File: src/rtl/idct_transpose_if.sv
// Stream bus for the IDCT transpose buffer: row-major samples in, column-major
// saturated samples out, with block mode and framing qualifiers.
interface idct_transpose_if #(
  parameter int DW_IN  = 17,
  parameter int DW_OUT = 16
);
  logic [1:0]               mode;
  logic                     in_valid;
  logic signed [DW_IN-1:0]  in_data;
  logic                     in_ready;
  logic                     out_valid;
  logic signed [DW_OUT-1:0] out_data;
  logic                     out_ready;
  logic                     out_first;
  logic                     out_last;
  logic [1:0]               out_mode;
  logic                     out_sat;

  modport master (
    output mode, in_valid, in_data, out_ready,
    input  in_ready, out_valid, out_data, out_first, out_last, out_mode, out_sat
  );

  modport slave (
    input  mode, in_valid, in_data, out_ready,
    output in_ready, out_valid, out_data, out_first, out_last, out_mode, out_sat
  );
endinterface

File: src/rtl/idct_transpose.sv
// Ping-pong transpose buffer between the row and column IDCT passes: fills one
// bank row-major while draining the other column-major with 16-bit saturation.
module idct_transpose #(
  parameter int DW_IN  = 17,
  parameter int DW_OUT = 16,
  parameter int N_MAX  = 8
) (
  input logic             clk,
  input logic             rst,
  idct_transpose_if.slave bus
);
  localparam int AW = $clog2(N_MAX);
  localparam logic signed [DW_IN-1:0] SAT_MAX = DW_IN'((2 ** (DW_OUT - 1)) - 1);
  localparam logic signed [DW_IN-1:0] SAT_MIN = DW_IN'(-(2 ** (DW_OUT - 1)));

  typedef enum logic [1:0] {EMPTY, FILLING, FULL, DRAINING} bank_state_t;

  bank_state_t state_q [2];
  bank_state_t state_d [2];
  logic [1:0]  bmode_q [2];
  logic        wr_ptr, wr_ptr_d, rd_ptr;
  logic        in_ready_q, in_ready_d;
  logic [AW-1:0] wr_row, wr_col, rd_row, rd_col, wr_lim, rd_lim;
  logic [DW_IN-1:0] mem [2*N_MAX*N_MAX];

  logic                     s1_valid, s1_first, s1_last, s1_bank;
  logic [1:0]               s1_mode;
  logic signed [DW_IN-1:0]  s1_data;
  logic                     out_valid_q, out_first_q, out_last_q, out_sat_q, out_bank_q;
  logic [1:0]               out_mode_q;
  logic signed [DW_OUT-1:0] out_data_q, sat_data;
  logic                     sat_flag;

  logic wr_en, wr_done, out_load, s1_adv, rd_issue, rd_done, release_blk;

  // Until the first write lands, the block size comes from the live mode input.
  assign wr_lim = ((state_q[wr_ptr] == EMPTY) ? bus.mode[0] : bmode_q[wr_ptr][0])
                  ? AW'(N_MAX - 1) : AW'(N_MAX / 2 - 1);
  assign rd_lim = bmode_q[rd_ptr][0] ? AW'(N_MAX - 1) : AW'(N_MAX / 2 - 1);

  assign wr_en       = bus.in_valid && in_ready_q;
  assign wr_done     = wr_en && (wr_row == wr_lim) && (wr_col == wr_lim);
  assign out_load    = !out_valid_q || bus.out_ready;
  assign s1_adv      = !s1_valid || out_load;
  assign rd_issue    = s1_adv && (state_q[rd_ptr] == FULL || state_q[rd_ptr] == DRAINING);
  assign rd_done     = rd_issue && (rd_row == rd_lim) && (rd_col == rd_lim);
  assign release_blk = out_valid_q && bus.out_ready && out_last_q;

  // NOTE: every combinational output gets a default first so no path infers a latch.
  always_comb begin
    state_d  = state_q;
    wr_ptr_d = wr_ptr;
    if (wr_en)   state_d[wr_ptr] = wr_done ? FULL : FILLING;
    if (wr_done) wr_ptr_d = ~wr_ptr;
    if (rd_issue && state_q[rd_ptr] == FULL) state_d[rd_ptr] = DRAINING;
    if (release_blk) state_d[out_bank_q] = EMPTY;
    in_ready_d = (state_d[wr_ptr_d] == FILLING) ||
                 (state_d[wr_ptr_d] == EMPTY && !bus.mode[1]);
  end

  always_comb begin
    sat_flag = 1'b0;
    sat_data = DW_OUT'(s1_data);
    if (s1_data > SAT_MAX) begin
      sat_data = DW_OUT'(SAT_MAX);
      sat_flag = 1'b1;
    end else if (s1_data < SAT_MIN) begin
      sat_data = DW_OUT'(SAT_MIN);
      sat_flag = 1'b1;
    end
  end

  // NOTE: storage has no reset; a bank is only read after it has been fully written.
  always_ff @(posedge clk) begin
    if (wr_en)    mem[{wr_ptr, wr_row, wr_col}] <= bus.in_data;
    if (rd_issue) s1_data <= mem[{rd_ptr, rd_row, rd_col}];
  end

  // NOTE: clocked state uses non-blocking assignments so all registers update together.
  always_ff @(posedge clk) begin
    if (rst) begin
      state_q[0]  <= EMPTY;
      state_q[1]  <= EMPTY;
      bmode_q[0]  <= 2'b00;
      bmode_q[1]  <= 2'b00;
      wr_ptr      <= 1'b0;
      rd_ptr      <= 1'b0;
      wr_row      <= '0;
      wr_col      <= '0;
      rd_row      <= '0;
      rd_col      <= '0;
      in_ready_q  <= 1'b0;
      s1_valid    <= 1'b0;
      s1_first    <= 1'b0;
      s1_last     <= 1'b0;
      s1_bank     <= 1'b0;
      s1_mode     <= 2'b00;
      out_valid_q <= 1'b0;
      out_data_q  <= '0;
      out_first_q <= 1'b0;
      out_last_q  <= 1'b0;
      out_mode_q  <= 2'b00;
      out_sat_q   <= 1'b0;
      out_bank_q  <= 1'b0;
    end else begin
      state_q    <= state_d;
      wr_ptr     <= wr_ptr_d;
      in_ready_q <= in_ready_d;

      if (wr_en) begin
        if (state_q[wr_ptr] == EMPTY) bmode_q[wr_ptr] <= bus.mode;
        if (wr_col == wr_lim) begin
          wr_col <= '0;
          wr_row <= (wr_row == wr_lim) ? '0 : wr_row + 1'b1;
        end else begin
          wr_col <= wr_col + 1'b1;
        end
      end

      // Column-major drain: the row index moves fastest.
      if (rd_issue) begin
        if (rd_row == rd_lim) begin
          rd_row <= '0;
          rd_col <= (rd_col == rd_lim) ? '0 : rd_col + 1'b1;
        end else begin
          rd_row <= rd_row + 1'b1;
        end
        if (rd_done) rd_ptr <= ~rd_ptr;
      end

      if (s1_adv) begin
        s1_valid <= rd_issue;
        s1_first <= (rd_row == '0) && (rd_col == '0);
        s1_last  <= rd_done;
        s1_mode  <= bmode_q[rd_ptr];
        s1_bank  <= rd_ptr;
      end

      if (out_load) begin
        out_valid_q <= s1_valid;
        if (s1_valid) begin
          out_data_q  <= sat_data;
          out_sat_q   <= sat_flag;
          out_first_q <= s1_first;
          out_last_q  <= s1_last;
          out_mode_q  <= s1_mode;
          out_bank_q  <= s1_bank;
        end
      end
    end
  end

  assign bus.in_ready  = in_ready_q;
  assign bus.out_valid = out_valid_q;
  assign bus.out_data  = out_data_q;
  assign bus.out_first = out_first_q;
  assign bus.out_last  = out_last_q;
  assign bus.out_mode  = out_mode_q;
  assign bus.out_sat   = out_sat_q;
endmodule

File: src/flat_wrapper.sv
// flat-port wrapper written by rule: the top's interface ports become plain ports
module idct_transpose_flat 
#(
  parameter int DW_IN  = 17,
  parameter int DW_OUT = 16,
  parameter int N_MAX  = 8
)
  (clk, rst, bus_mode, bus_in_valid, bus_in_data, bus_out_ready, bus_in_ready, bus_out_valid, bus_out_data, bus_out_first, bus_out_last, bus_out_mode, bus_out_sat);
  idct_transpose_if #(.DW_IN(DW_IN), .DW_OUT(DW_OUT)) bus_i ();
  input logic clk;
  input logic rst;
  input wire logic [$bits(bus_i.mode)-1:0] bus_mode;
  input wire logic [$bits(bus_i.in_valid)-1:0] bus_in_valid;
  input wire logic [$bits(bus_i.in_data)-1:0] bus_in_data;
  input wire logic [$bits(bus_i.out_ready)-1:0] bus_out_ready;
  output wire logic [$bits(bus_i.in_ready)-1:0] bus_in_ready;
  output wire logic [$bits(bus_i.out_valid)-1:0] bus_out_valid;
  output wire logic [$bits(bus_i.out_data)-1:0] bus_out_data;
  output wire logic [$bits(bus_i.out_first)-1:0] bus_out_first;
  output wire logic [$bits(bus_i.out_last)-1:0] bus_out_last;
  output wire logic [$bits(bus_i.out_mode)-1:0] bus_out_mode;
  output wire logic [$bits(bus_i.out_sat)-1:0] bus_out_sat;
  assign bus_i.mode = bus_mode;
  assign bus_i.in_valid = bus_in_valid;
  assign bus_i.in_data = bus_in_data;
  assign bus_i.out_ready = bus_out_ready;
  assign bus_in_ready = bus_i.in_ready;
  assign bus_out_valid = bus_i.out_valid;
  assign bus_out_data = bus_i.out_data;
  assign bus_out_first = bus_i.out_first;
  assign bus_out_last = bus_i.out_last;
  assign bus_out_mode = bus_i.out_mode;
  assign bus_out_sat = bus_i.out_sat;
  idct_transpose #(.DW_IN(DW_IN), .DW_OUT(DW_OUT), .N_MAX(N_MAX)) u_core (.clk(clk), .rst(rst), .bus(bus_i));
endmodule
File: config.mk
export PLATFORM = sky130hd
export DESIGN_NAME = idct_transpose_flat
export DESIGN_NICKNAME = d
export VERILOG_FILES = /design/src/rtl/idct_transpose_if.sv /design/src/rtl/idct_transpose.sv /design/src/flat_wrapper.sv
export SDC_FILE = /design/constraint.sdc
export NUM_CORES = 2
export LEC_CHECK = 0
export CAP_MARGIN = 20
export CORE_MARGIN = 8
export CORE_UTILIZATION = 41
export CTS_BUF_LIST = sky130_fd_sc_hd__clkbuf_8
export CTS_CLUSTER_DIAMETER = 50
export CTS_CLUSTER_SIZE = 16
export DETAILED_ROUTE_END_ITERATION = 10
export MAX_ROUTING_LAYER = met4
export PLACE_DENSITY = 0.61
export SYNTH_ARGS = -nofsm -noshare
export SYNTH_HDL_FRONTEND = slang
export SYNTH_SLANG_ARGS = --single-unit
File: constraint.sdc
create_clock -name clk -period 4.3 [get_ports clk]
set_input_delay 0.43 -clock clk [delete_from_list [all_inputs] [get_ports clk]]
set_output_delay 0.43 -clock clk [all_outputs]
set_load 0.005 [all_outputs]
==> impl_metrics.json <==
{
  "antenna_found_initial": 15,
  "hold_class": "in2reg",
  "fmax_ghz": 0.243,
  "cts_tree": "yes",
  "insertion_delay_ps": 1030,
  "power_density_mw_per_mm2": 379,
  "synth-main-ff-cell": "edfxtp_1",
  "clk_pin_slew_worst_paths_ps": 100,
  "drt_iter0_drc": 6064,
  "max_stage_delay_ps": 1070,
  "fp.dieW_um": 478,
  "grt.total_usage": 0.209,
  "core_mm2": 0.212,
  "cts-root-buf": "clkbuf_8",
  "dr_wl_met3_um": 20400,
  "combinationalPowerShare": 0.015,
  "grt_max_degree": 86,
  "wl_met2_um": 109000,
  "status": "finished clean",
  "firstDrtPassIters": 6,
  "dpl.hpwl_um": 149000,
  "drcViolationCount": 0,
  "p_sw_mw": 7.73,
  "final_util": 0.456,
  "path_delay_family": "simple AND/OR/NAND/NOR gates",
  "numPlacedInstances": 7414,
  "drive_gt1_frac": 0.205,
  "timing.setup.tns_ps": 0,
  "grt_pass1_wl_um": 337000,
  "port_buffers": 45,
  "die_area_mm2": 0.228,
  "finalHoldViolCount": 0,
  "cp.arrival_ps": 4930,
  "rows": 169,
  "synth.area.top_cells": "edfxtp_1, mux4_2, mux2i_1",
  "cts.path.max_buffers": 3,
  "fillerInstances": 17914,
  "netlist_area_mm2": 0.0875,
  "slew-limit-headroom": 0.145,
  "top_layer": "met4",
  "cts_buffers": 181,
  "rsz0062_at_grt": "false",
  "routed_wl_um": 239000,
  "syn_nets": 4508,
  "required_ps": 5110,
  "cpMostUsedCell": "buf_4",
  "start_util": 0.413,
  "grt_remaining_overflow": 0,
  "vias": 45322,
  "peakVddDrop_mv": 0.286,
  "yosysTopAreaCell": "edfxtp_1",
  "place_congestion": 0.923,
  "swShare": 0.211,
  "fin_crit_ps": 4120,
  "synthCells": 4476,
  "wl_per_cell_um": 30.9,
  "cts_resized": 0,
  "pwr-share-clk": 0.331,
  "synth_top_area_share": 0.754,
  "wl_met1_um": 100000,
  "vias_per_cell": 5.86,
  "netlist-cell-type-count": 61,
  "yosysSeqAreaShare": 0.765,
  "async_flop_share": 0,
  "path_class": "reg2reg",
  "crit_chain": "buf_12, mux2i_1, a22oi_1, a31oi_1, buf_4, nor4_1, buf_4, o211ai_1, a2111oi_2",
  "synth_commonest_cells": "edfxtp_1, mux2i_1, mux4_2",
  "crit_buf_inv": 3,
  "synth-seq-cells": 2246,
  "intPower_mw": 28.9,
  "final.period_utilization": 0.958,
  "clock-sinks": 2246,
  "finClkSkew_ps": 70.2,
  "fin_nets": 4823,
  "fin_cells": 7737,
  "p_seq_frac": 0.654,
  "setup_viol": 0,
  "critPathLaunchType": "flip-flop",
  "cp_slowest_cell": "nor4_1",
  "synth_most_common_cell": "edfxtp_1",
  "grt_pass1_vias": 44162,
  "num_io_pins": 46,
  "p_leak_nw": 29.2,
  "crit_path_end_kind": "flip-flop",
  "synth_edf_count": 2197,
  "syn_area_per_cell_um2": 19.6,
  "ant_nets": 0,
  "synthToLayoutAreaGrowth_pct": 10.5,
  "yosys_warnings": 0,
  "cp_max_fo": 52,
  "htree_levels": 4,
  "maxCapViolations": 0,
  "tightest_slew_ps": 1270,
  "drv_slew": 0,
  "die_h_um": 478
}
area by class of cell:
type	instances	area [um2]	share of cell area
well taps	2821	3530	0.0365
clock inverters	117	1030	0.0107
multi-input cells	1953	19100	0.197
flip-flops and latches	2246	67000	0.692
repair buffers	395	3510	0.0363
diodes	6	15.0	0.000155
inverters	14	57.6	0.000595
clock buffers	185	2550	0.0263
path summary, 6_finish.rpt:
check                                 startpoint                  to  slack (ps)  cells past startpoint
worst max register to register  u_core.rd_col[1]  u_core.s1_data[12]         180                      9
worst max-delay path            u_core.rd_col[1]  u_core.s1_data[12]         180                      9
worst min-delay path             bus_in_data[14]  u_core.mem[78][14]          50                      1
worst min register to register    u_core.s1_bank      u_core.s1_bank         460                      2
registers in the layout (all words and copies together), names as in the netlist, 4 cells and up, named ones only:
name	cells
u_core.mem	2176
u_core.s1_data	17
u_core.state_q	4
u_core.bmode_q	4
u_core.bus.out_data	16
stage by stage:
step	worst slack [ps]	power (mW)	instance area, um2	hold slack, ps
3_5_place_dp	386	25.0	93000	447
3_3_place_gp	442	25.0	92900	449
2_1_floorplan	1600	24.6	87500	432
6_report	181	36.7	96700	45.6
4_1_cts	355	36.9	96700	14.5
5_1_grt	253	37.7	96700	22.4
placed cells by master, fill, tap and decap left out, drive strengths merged, types with 5 or more instances in the layout:
cell type      instances
edfxtp              2197
dfxtp                 49
clkdlybuf4s50         27
o2bb2ai               14
a31o                  14
o211ai                16
and3                  19
o21ai                  7
clkinv                53
inv                   59
nor3                   5
nand3                 51
mux4                 326
a31oi                 71
o2111ai               14
diode                  6
buf                  354
nand2                214
mux2i                499
nor2                 208
a211oi                56
and2                   5
nand2b                 9
nand4                 18
clkinvlp               7
a21oi                 64
nor2b                 22
a2111oi               18
clkbuf               185
a22o                  16
a22oi                203
bufinv                12
dlygate4sd3           14
nor4                  34
xnor2                  5
ha                     9
kinds of logic (layout without fill, tap and decap cells):
| kind of cell | after synthesis | after routing | share of synthesized area |
|---|---|---|---|
| fa+ha+maj | 9 | 9 | 0.00129 |
| simple gates | 597 | 597 | 0.0300 |
| buf+inv | 277 | 711 | 0.0184 |
| mux | 825 | 825 | 0.141 |
| compound gates | 515 | 515 | 0.0436 |
| xor+xnor | 7 | 7 | 0.000701 |
| flops | 2246 | 2246 | 0.765 |
| other cells | 0 | 6 | 0 |
power groups by stage:
stage          Combinational [mW]  Sequential, mW  Clock, mW
2_1_floorplan              0.0574            24.5          0
3_3_place_gp                0.515            24.5          0
3_5_place_dp                0.538            24.5          0
4_1_cts                     0.549            24.0       12.4
5_1_grt                     0.579            24.0       13.1
6_report                    0.548            24.0       12.1
routing by layer:
metal	track usage	vias up
met1	0.290	23936
met5	-	-
met3	0.0409	393
met4	0.0717	0
li1	-	18889
met2	0.313	2104
repair_timing:
item / in CTS / in global routing
hold buffers: 13 / 1
hold endpoints to repair: 294 / 31
buffers inserted: 0 / 0
No activity file was read; power rests on OpenSTA's default activity.
